--- config.mk ---
export PLATFORM = sky130hd
export DESIGN_NAME = mul_iter
export DESIGN_NICKNAME = d
export VERILOG_FILES = /design/src/rtl/mul_iter_pkg.sv /design/src/rtl/mul_iter_step.sv /design/src/rtl/mul_iter.sv
export SDC_FILE = /design/constraint.sdc
export NUM_CORES = 1
export LEC_CHECK = 0
export BUFFER_PORTS_ARGS = -buffer_cell sky130_fd_sc_hd__buf_2
export CAP_MARGIN = 20
export CORE_ASPECT_RATIO = 0.8
export CORE_MARGIN = 2
export CORE_UTILIZATION = 50
export DETAILED_ROUTE_END_ITERATION = 8
export PLACE_DENSITY = 0.78
export SLEW_MARGIN = 20
export SYNTH_ARGS = -nofsm -noshare
export SYNTH_HDL_FRONTEND = slang
export SYNTH_SLANG_ARGS = --single-unit
--- constraint.sdc ---
create_clock -name clk -period 7.9 [get_ports clk]
set_clock_uncertainty 0.2 [all_clocks]
set_input_delay 1.185 -clock clk [delete_from_list [all_inputs] [get_ports clk]]
set_output_delay 1.185 -clock clk [all_outputs]
set_load 0.005 [all_outputs]
--- src/rtl/mul_iter_pkg.sv ---
// Shared types and elaboration helpers for the iterative shift-add multiplier.
//   state_e : controller states (IDLE waits for operands, CALC iterates, DONE holds result)
//   k_legal : true for the supported radix digit widths
package mul_iter_pkg;

    typedef enum logic [1:0] {
        ST_IDLE = 2'd0,
        ST_CALC = 2'd1,
        ST_DONE = 2'd2
    } state_e;

    // Supported multiplier bits consumed per CALC cycle.
    function automatic bit k_legal(input int unsigned k);
        return (k == 1) || (k == 2) || (k == 4);
    endfunction

endpackage

--- src/rtl/mul_iter_step.sv ---
// One combinational radix-2^K step: acc_nxt = acc + mcand * digit.
//   acc     in  2N  running partial sum
//   mcand   in  2N  multiplicand already shifted to the current digit position
//   digit   in  K   multiplier bits consumed this step
//   acc_nxt out 2N  updated partial sum
module mul_iter_step #(
    parameter int unsigned N = 16,
    parameter int unsigned K = 1
) (
    input  logic [2*N-1:0] acc,
    input  logic [2*N-1:0] mcand,
    input  logic [K-1:0]   digit,
    output logic [2*N-1:0] acc_nxt
);

    // Shift-add over the K digit bits; the product never exceeds 2N bits.
    always_comb begin
        acc_nxt = acc;
        for (int i = 0; i < int'(K); i++) begin
            if (digit[i]) begin
                acc_nxt = acc_nxt + (mcand << i);
            end
        end
    end

endmodule

--- src/rtl/mul_iter.sv ---
// Iterative radix-2^K shift-add multiplier with ready/valid on both sides.
// Operands are reduced to magnitudes at capture; the sign is re-applied once
// on the final accumulator as it is loaded into the output register.
//   clk      in   1   rising-edge clock
//   rst      in   1   asynchronous active-high reset
//   i_a      in   N   multiplicand (sampled on input handshake)
//   i_b      in   N   multiplier (sampled on input handshake)
//   i_signed in   1   1: two's-complement operands
//   i_vld    in   1   operand valid
//   o_rdy    out  1   ready for operands (IDLE and not in reset)
//   o_res    out  2N  product, valid while o_vld
//   o_vld    out  1   result valid
//   i_rdy    in   1   downstream ready for result
module mul_iter
    import mul_iter_pkg::*;
#(
    parameter int unsigned N          = 16,
    parameter int unsigned K          = 1,
    parameter bit          EARLY_EXIT = 1'b0
) (
    input  logic           clk,
    input  logic           rst,
    input  logic [N-1:0]   i_a,
    input  logic [N-1:0]   i_b,
    input  logic           i_signed,
    input  logic           i_vld,
    output logic           o_rdy,
    output logic [2*N-1:0] o_res,
    output logic           o_vld,
    input  logic           i_rdy
);

    localparam int unsigned W2    = 2 * N;
    localparam int unsigned STEPS = N / K;
    localparam int unsigned CNT_W = $clog2(STEPS + 1);

    generate
        if (!k_legal(K) || (N % K) != 0 || N < 4) begin : g_bad_param
            $error("mul_iter: illegal parameters (K must be 1, 2 or 4, N %% K == 0, N >= 4)");
        end
    endgenerate

    state_e           state_q, state_d;
    logic [W2-1:0]    acc_q, acc_d;
    logic [W2-1:0]    mcand_q, mcand_d;
    logic [N-1:0]     mplier_q, mplier_d;
    logic [CNT_W-1:0] cnt_q, cnt_d;
    logic             neg_q, neg_d;
    logic [W2-1:0]    res_q, res_d;
    logic             vld_q, vld_d;
    logic [W2-1:0]    acc_step;
    logic             last_step;

    // |x| for signed operands; -2^(N-1) maps to 2^(N-1), which still fits N bits.
    function automatic logic [N-1:0] mag(input logic [N-1:0] x, input logic s);
        return (s && x[N-1]) ? (~x + N'(1)) : x;
    endfunction

    mul_iter_step #(
        .N (N),
        .K (K)
    ) u_step (
        .acc     (acc_q),
        .mcand   (mcand_q),
        .digit   (mplier_q[K-1:0]),
        .acc_nxt (acc_step)
    );

    assign o_rdy = (state_q == ST_IDLE) && !rst;
    assign o_res = res_q;
    assign o_vld = vld_q;

    // Early exit looks at the multiplier bits that would remain after this step.
    assign last_step = (cnt_q == CNT_W'(1)) ||
                       (EARLY_EXIT && ((mplier_q >> K) == '0));

    // Next-state and datapath update.
    always_comb begin
        state_d  = state_q;
        acc_d    = acc_q;
        mcand_d  = mcand_q;
        mplier_d = mplier_q;
        cnt_d    = cnt_q;
        neg_d    = neg_q;
        res_d    = res_q;
        vld_d    = vld_q;

        case (state_q)
            ST_IDLE: begin
                if (i_vld && o_rdy) begin
                    neg_d    = i_signed & (i_a[N-1] ^ i_b[N-1]);
                    acc_d    = '0;
                    mcand_d  = W2'(mag(i_a, i_signed));
                    mplier_d = mag(i_b, i_signed);
                    cnt_d    = CNT_W'(STEPS);
                    state_d  = ST_CALC;
                end
            end
            ST_CALC: begin
                acc_d    = acc_step;
                mcand_d  = mcand_q << K;
                mplier_d = mplier_q >> K;
                cnt_d    = cnt_q - CNT_W'(1);
                if (last_step) begin
                    res_d   = neg_q ? (~acc_step + W2'(1)) : acc_step;
                    vld_d   = 1'b1;
                    state_d = ST_DONE;
                end
            end
            ST_DONE: begin
                if (i_rdy) begin
                    vld_d   = 1'b0;
                    state_d = ST_IDLE;
                end
            end
            default: begin
                vld_d   = 1'b0;
                state_d = ST_IDLE;
            end
        endcase
    end

    // State and datapath registers.
    always_ff @(posedge clk or posedge rst) begin
        if (rst) begin
            state_q  <= ST_IDLE;
            acc_q    <= '0;
            mcand_q  <= '0;
            mplier_q <= '0;
            cnt_q    <= '0;
            neg_q    <= 1'b0;
            res_q    <= '0;
            vld_q    <= 1'b0;
        end else begin
            state_q  <= state_d;
            acc_q    <= acc_d;
            mcand_q  <= mcand_d;
            mplier_q <= mplier_d;
            cnt_q    <= cnt_d;
            neg_q    <= neg_d;
            res_q    <= res_d;
            vld_q    <= vld_d;
        end
    end

endmodule

==> results of run 1 <==
layout make-up:
class	count	share of cell area, %
Multi-Input combinational cell	800	54.4
Sequential cell	121	31.5
Clock buffer	19	4.71
Timing Repair Buffer	77	4.19
Tap cell	220	2.86
Clock inverter	13	1.48
Inverter	20	0.807
power by group through the flow:
stage | Combinational (mW) | Sequential (mW) | Clock [mW]
after floorplan | 1.95 | 1.05 | 0
after CTS | 2.52 | 1.11 | 0.798
after global placement | 2.43 | 1.11 | 0
after global routing | 2.84 | 1.15 | 0.825
final | 2.55 | 1.11 | 0.789
after detailed placement | 2.50 | 1.12 | 0
synth_stat cells (all sizes together) (4+ instances only):
master,count
nand2b,11
or3,5
xor2,16
and2,9
a31oi,7
nor3,27
mux2i,13
nand3,51
and3,6
a21o,10
inv,20
o21ai,142
o2111ai,5
a211o,4
buf,16
a21oi,57
or2,6
a22o,6
a221o,5
o41ai,7
nand4,12
o211ai,5
or4,5
o31ai,9
nor2,47
clkbuf,43
dfrtp,121
nor4b,4
a221oi,6
nor4,10
ha,36
xnor2,51
a22oi,31
a211oi,9
nor2b,8
nand2,136
cell families (layout without fill, tap and decap cells):
logic type,Yosys count,after routing,synth area share (%)
buf+inv,79,129,3.90
mux,15,15,2.19
simple gates,349,349,20.0
fa+ha+maj,37,37,5.49
flops,121,121,35.3
compound gates,332,332,26.2
xor+xnor,67,67,6.84
worst min-delay path: stages, from the launching register on:
cell	delay, ns
dfrtp_1	0.33
nand2_1	0.05
o21ai_0	0.06
state kept, by name (all words and copies together), names as in the netlist:
signal	flops
acc_q	32
o_res	32
state_q	2
mplier_q	16
neg_q	1
o_vld	1
mcand_q	32
cnt_q	5
final timing paths:
check	from	endpoint	slack [ns]	cells after the start
worst max-delay path	acc_q[0]	o_res[30]	3.47	12
worst min-delay path	o_res[13]	o_res[13]	0.27	2
worst max register to register	acc_q[0]	o_res[30]	3.47	12
worst min register to register	o_res[13]	o_res[13]	0.27	2
max in group asynchronous	rst	mplier_q[0]	5.50	3
min in group asynchronous	rst	o_vld	0.63	2
stage by stage:
stage	cells	hold WS, ns	power (mW)	setup WS, ns	utilization (%)
2_1_floorplan	1000	0.246	3.00	3.30	-
3_3_place_gp	1238	0.257	3.54	3.54	54.1
3_5_place_dp	1238	0.265	3.61	3.48	54.1
4_1_cts	1270	0.276	4.43	3.44	57.7
5_1_grt	1270	0.306	4.81	3.26	57.7
6_report	1270	0.272	4.45	3.47	57.7
metal layers:
metal	routed length, um	up-vias	share of wire [%]	global-route usage [%]
met5	0	-	0	0
met4	400	0	1.8	8.20
met3	1460	34	6.7	4.44
met2	9450	305	43	37.6
met1	10500	3659	48	37.9
li1	-	3753	-	-
==> flow_metrics.env, run 1 <==
export IMPL_htree_levels=4
export IMPL_cp_start_kind="flop"
export IMPL_power_switching_mw=2.12
export IMPL_fp_row_count=42
export IMPL_core_area_sq_mm=0.0167
export IMPL_yosysUniqueCellTypes=89
export IMPL_ys_seq_area_share_pct=35.3
export IMPL_dp_hpwl_um=15600
export IMPL_synth_edf_count=0
export IMPL_p_int_mw=2.33
export IMPL_cts_buffers_inserted=17
export IMPL_post_cts_buffers=0
export IMPL_vias=7751
export IMPL_cts_root_buffer="clkbuf_16"
export IMPL_min_path_type="reg2reg"
export IMPL_swShare_pct=47.7
export IMPL_fin_area_sq_mm=0.00962
export IMPL_status="completed"
export IMPL_clkPwrFrac_pct=17.7
export IMPL_ant_nets=0
export IMPL_grt_pass1_wl_um=36800
export IMPL_cp_cell_sequence="ha_1 -> fa_1 -> a21o_2 -> a311o_1 -> a32oi_4 -> mux2_4 -> a221oi_2 -> nand4_1 -> or2_1 -> o41ai_2 -> xnor2_1 -> o21ai_1"
export IMPL_cap_violations=0
export IMPL_syn_area_sq_mm=0.00857
export IMPL_wl_um=21800
export IMPL_hold_viol_final=0
export IMPL_finalCriticalPeriod_ns=4.43
export IMPL_slew_violations=0
export IMPL_fmaxAchievable_mhz=226
export IMPL_path_delay_family="compound AO/OA/AOI/OAI gates"
export IMPL_syn_nets=1074
export IMPL_ir_drop_mv=0.236
export IMPL_numPortBuffers=70
export IMPL_cts_tree="done"
export IMPL_route_detailed_drc=0
export IMPL_slowest_delay_ns=0.46
export IMPL_final_cell_mix="nand2_1 (134), o21ai_0 (127), dfrtp_1 (120)"
export IMPL_gr_total_overflow=0
export IMPL_antenna_found_initial=0
export IMPL_async_flop_share_pct=100
export IMPL_routed_via_density=6.10
export IMPL_track_usage_pct=25.5
export IMPL_crit_arrival_ns=4.53
export IMPL_yosysWarningCount=0
export IMPL_synthTopCellsByArea="dfrtp_1 (35%), o21ai_0 (7.4%), nand2_1 (6.0%), ha_1 (5.3%), xnor2_1 (5.2%)"
export IMPL_critPathSlowestCell="a311o_1"
export IMPL_wl_per_cell_um=17.2
export IMPL_critical_path_class="reg2reg"
export IMPL_place_congestion=0.981
export IMPL_fill_cells=1465
export IMPL_pwr_share_seq_pct=25.0
export IMPL_powerDensity_mw_per_mm2=463
export IMPL_avgSynthCellArea_sq_um=8.57
export IMPL_clockBufferDepth=2
export IMPL_clk_pin_slew_ns=0.06
export IMPL_first_pass_iters=5
export IMPL_worst_pin_slew_ns=1.04
export IMPL_grt_max_degree=74
export IMPL_finalSetupViolCount=0
export IMPL_post_dp_cell_area_sq_mm=0.00901
export IMPL_io_pin_count=71
export IMPL_die_area_sq_mm=0.0182
export IMPL_ff_latch_area_sq_mm=0.00303
export IMPL_required_ns=8.00
export IMPL_syn2layout_area_growth_pct=12.1
export IMPL_fin_nets=1111
export IMPL_clock_sinks=121
export IMPL_die_h_um=121
export IMPL_rsz0062_at_grt="false"
export IMPL_drive_above_1_share_pct=15.3
export IMPL_cts_resized=0
export IMPL_start_util_pct=51.5
export IMPL_insertion_delay_ns=0.44
export IMPL_cp_num_buf_inv=0
export IMPL_p_leak_nw=4.08
export IMPL_ys_flop_type="dfrtp_1"
export IMPL_dieWidth_um=150
export IMPL_ys_ff_latch=121
export IMPL_cp_max_fo=8
export IMPL_layout_commonest_cell="nand2_1"
export IMPL_multiInputGateArea_sq_mm=0.00524
export IMPL_ctsHoldBuffers=0
export IMPL_end_kind="flop"
export IMPL_syn_inst=1000
export IMPL_first_iter_violations=779
export IMPL_maxSlewHeadroom_pct=30.5
export IMPL_fin_crit_sh_pct=56.1
export IMPL_combPwrFrac_pct=57.3
export IMPL_antenna_cells=0
export IMPL_final_setup_tns_ns=0
export IMPL_synth_top_area_share_pct=35.3
export IMPL_netlist_top_cell_by_area="dfrtp_1"
export IMPL_grt_pass1_vias=7235
(Power assumes the default switching activity.)
==> run 2, diff against run 1 <==
Settings changed: ABC_AREA set to 1, PLACE_DENSITY 0.78 to 0.77.
Clock period 7.9 ns to 4.2 ns, I/O delays scaled along.
==> flow_metrics.env, run 2 <==
export IMPL_status="completed"
export IMPL_synthTopCellsByArea="dfrtp_1 (33%), nand2_1 (22%), inv_1 (8.8%), nand3_1 (6.8%), ha_1 (4.9%)"
export IMPL_syn2layout_area_growth_pct=12.8
export IMPL_first_iter_violations=1019
export IMPL_final_setup_tns_ns=0
export IMPL_cap_violations=0
export IMPL_cp_cell_sequence="ha_1 -> fa_1 -> nand2_1 -> nand2_1 -> nand3_1 -> nand2_1 -> nand2_1 -> nand2_1 -> o21ai_0 -> nand2_1 -> nor2_4 -> nand3_2 -> o21ai_4 -> xor2_1 -> o21ai_1"
export IMPL_syn_nets=1524
export IMPL_synthTopCellsByCount="nand2_1 (539), inv_1 (218), nand3_1 (126)"
export IMPL_rsz0062_at_grt="false"
export IMPL_insertion_delay_ns=0.44
export IMPL_synth_edf_count=0
export IMPL_fmaxAchievable_mhz=302
export IMPL_syn_area_sq_mm=0.00926
export IMPL_yosysUniqueCellTypes=45
export IMPL_async_flop_share_pct=100
export IMPL_dieWidth_um=156
export IMPL_p_int_mw=4.56
export IMPL_syn_inst=1450
export IMPL_worst_pin_slew_ns=1.06
export IMPL_die_area_sq_mm=0.0196
export IMPL_yosys_cell_count_top_type="nand2_1"
export IMPL_netlist_top_cell_by_area="dfrtp_1"
export IMPL_powerDensity_mw_per_mm2=935
export IMPL_gr_total_overflow=0
export IMPL_slew_violations=0
export IMPL_r2r_slack_ns=0.89
export IMPL_cp_start_kind="flop"
export IMPL_min_path_type="in2async"
export IMPL_crit_arrival_ns=3.42
export IMPL_post_cts_buffers=0
export IMPL_numPortBuffers=70
export IMPL_cp_num_buf_inv=0
export IMPL_finalSetupViolCount=0
export IMPL_place_ws_ns=0.880
export IMPL_wl_per_cell_um=15.4
export IMPL_pwr_share_seq_pct=21.8
export IMPL_top_usage_layer="met1"
export IMPL_die_h_um=126
export IMPL_power_switching_mw=5.20
export IMPL_met2_usage_pct=40.2
export IMPL_ant_nets=0
export IMPL_ctsHoldBuffers=0
export IMPL_cts_root_buffer="clkbuf_16"
export IMPL_hold_viol_final=0
export IMPL_grt_pass1_vias=8749
export IMPL_whs_ns=0.221
export IMPL_use_met3_pct=5.54
export IMPL_slowest_delay_ns=0.44
export IMPL_clockBufferDepth=2
export IMPL_ff_latch_area_sq_mm=0.00303
export IMPL_multiInputGateArea_sq_mm=0.00523
export IMPL_fin_area_sq_mm=0.0104
export IMPL_combPwrFrac_pct=62.3
export IMPL_maxSlewHeadroom_pct=28.9
export IMPL_cpMostUsedCell="nand2_1"
export IMPL_ys_seq_area_share_pct=32.7
export IMPL_ys_flop_type="dfrtp_1"
export IMPL_end_kind="flop"
export IMPL_core_area_sq_mm=0.0182
export IMPL_postLayoutSetupSlackWorst_ns=0.886
export IMPL_grt_pass1_wl_um=44800
export IMPL_antenna_found_initial=0
export IMPL_track_usage_pct=28.9
export IMPL_ys_ff_latch=121
export IMPL_wl_um=27000
export IMPL_clock_sinks=121
export IMPL_fin_nets=1582
export IMPL_critical_path_class="reg2reg"
export IMPL_p_leak_nw=5.68
export IMPL_fill_cells=1692
export IMPL_path_delay_family="simple AND/OR/NAND/NOR gates"
export IMPL_route_detailed_drc=0
export IMPL_power_mw=9.76
export IMPL_post_dp_cell_area_sq_mm=0.00982
export IMPL_swShare_pct=53.3
export IMPL_grtUsageMet1_pct=45.8
export IMPL_final_cell_mix="nand2_1 (539), inv_1 (216), nand3_1 (126)"
export IMPL_routed_via_density=5.48
export IMPL_cts_buffers_inserted=17
export IMPL_finalCriticalPeriod_ns=3.31
export IMPL_synth_top_area_share_pct=32.7
export IMPL_grt_max_degree=74
export IMPL_start_util_pct=51.0
export IMPL_fp_row_count=44
export IMPL_htree_levels=4
export IMPL_cts_resized=0
export IMPL_critPathSlowestCell="fa_1"
export IMPL_first_pass_iters=6
export IMPL_cts_tree="done"
export IMPL_clkPwrFrac_pct=15.9
export IMPL_io_pin_count=71
export IMPL_fin_crit_sh_pct=78.9
export IMPL_vias=9591
export IMPL_place_congestion=0.992
export IMPL_drive_above_1_share_pct=9.66
export IMPL_yosysWarningCount=0
export IMPL_clk_pin_slew_ns=0.06
export IMPL_required_ns=4.30
export IMPL_avgSynthCellArea_sq_um=6.39
export IMPL_ir_drop_mv=0.801
export IMPL_antenna_cells=0
export IMPL_layout_commonest_cell="nand2_1"
export IMPL_dp_hpwl_um=20000
export IMPL_cp_max_fo=7
-- run 2: changes by cell type after synthesis, sizes merged, moves of 40 or more --
cell,before,now
nor2,47,102
xnor2,51,5
o21ai,142,53
inv,20,220
nand2,136,545
nand3,51,130
o22ai,2,42
-- run 2: power groups by stage --
stage | Clock, mW | Sequential (mW) | Combinational (mW)
after floorplan | 0 | 1.99 | 4.39
after global placement | 0 | 2.11 | 5.79
after detailed placement | 0 | 2.12 | 5.87
after CTS | 1.57 | 2.11 | 5.94
after global routing | 1.62 | 2.18 | 6.82
final | 1.55 | 2.13 | 6.09
-- run 2: layout make-up --
type                    instances  share of cell area (%)
clock inverters                13                    1.51
clock buffers                  19                    4.34
multi-input cells            1064                    50.1
inverters                     224                    8.08
well taps                     230                    2.76
repair buffers                 80                    4.27
flip-flops and latches        121                    29.0
-- run 2: through the flow --
step,cells,utilization [%]
5_1_grt,1751,57.5
3_3_place_gp,1718,54.0
3_5_place_dp,1718,54.0
6_report,1751,57.5
2_1_floorplan,1450,-
4_1_cts,1750,57.4
-- run 2: logic make-up after synthesis --
family	share of synthesized area [%]
buffers and inverters	10.9
xor gates and xnor gates	2.65
DFF	32.7
AOI/OAI and AO/OA	11.7
adders and majority gates	5.08
and+or+nand+nor	37.0
-- run 2: final timing paths --
check | depth (start not counted) | start | endpoint
setup / recovery | 15 | mcand_q[0] | o_res[20]
hold reg to reg | 2 | o_res[23] | o_res[23]
max in group asynchronous | 3 | rst | mcand_q[20]
setup reg to reg | 15 | mcand_q[0] | o_res[20]
min in group clk | 3 | i_rdy | state_q[1]
hold / removal | 2 | rst | state_q[1]
-- run 2: layer usage --
layer	up-vias	share of wire, %
li1	4776	-
met1	4362	49
met2	421	40
met3	32	9.9
met4	0	1.4
met5	-	0
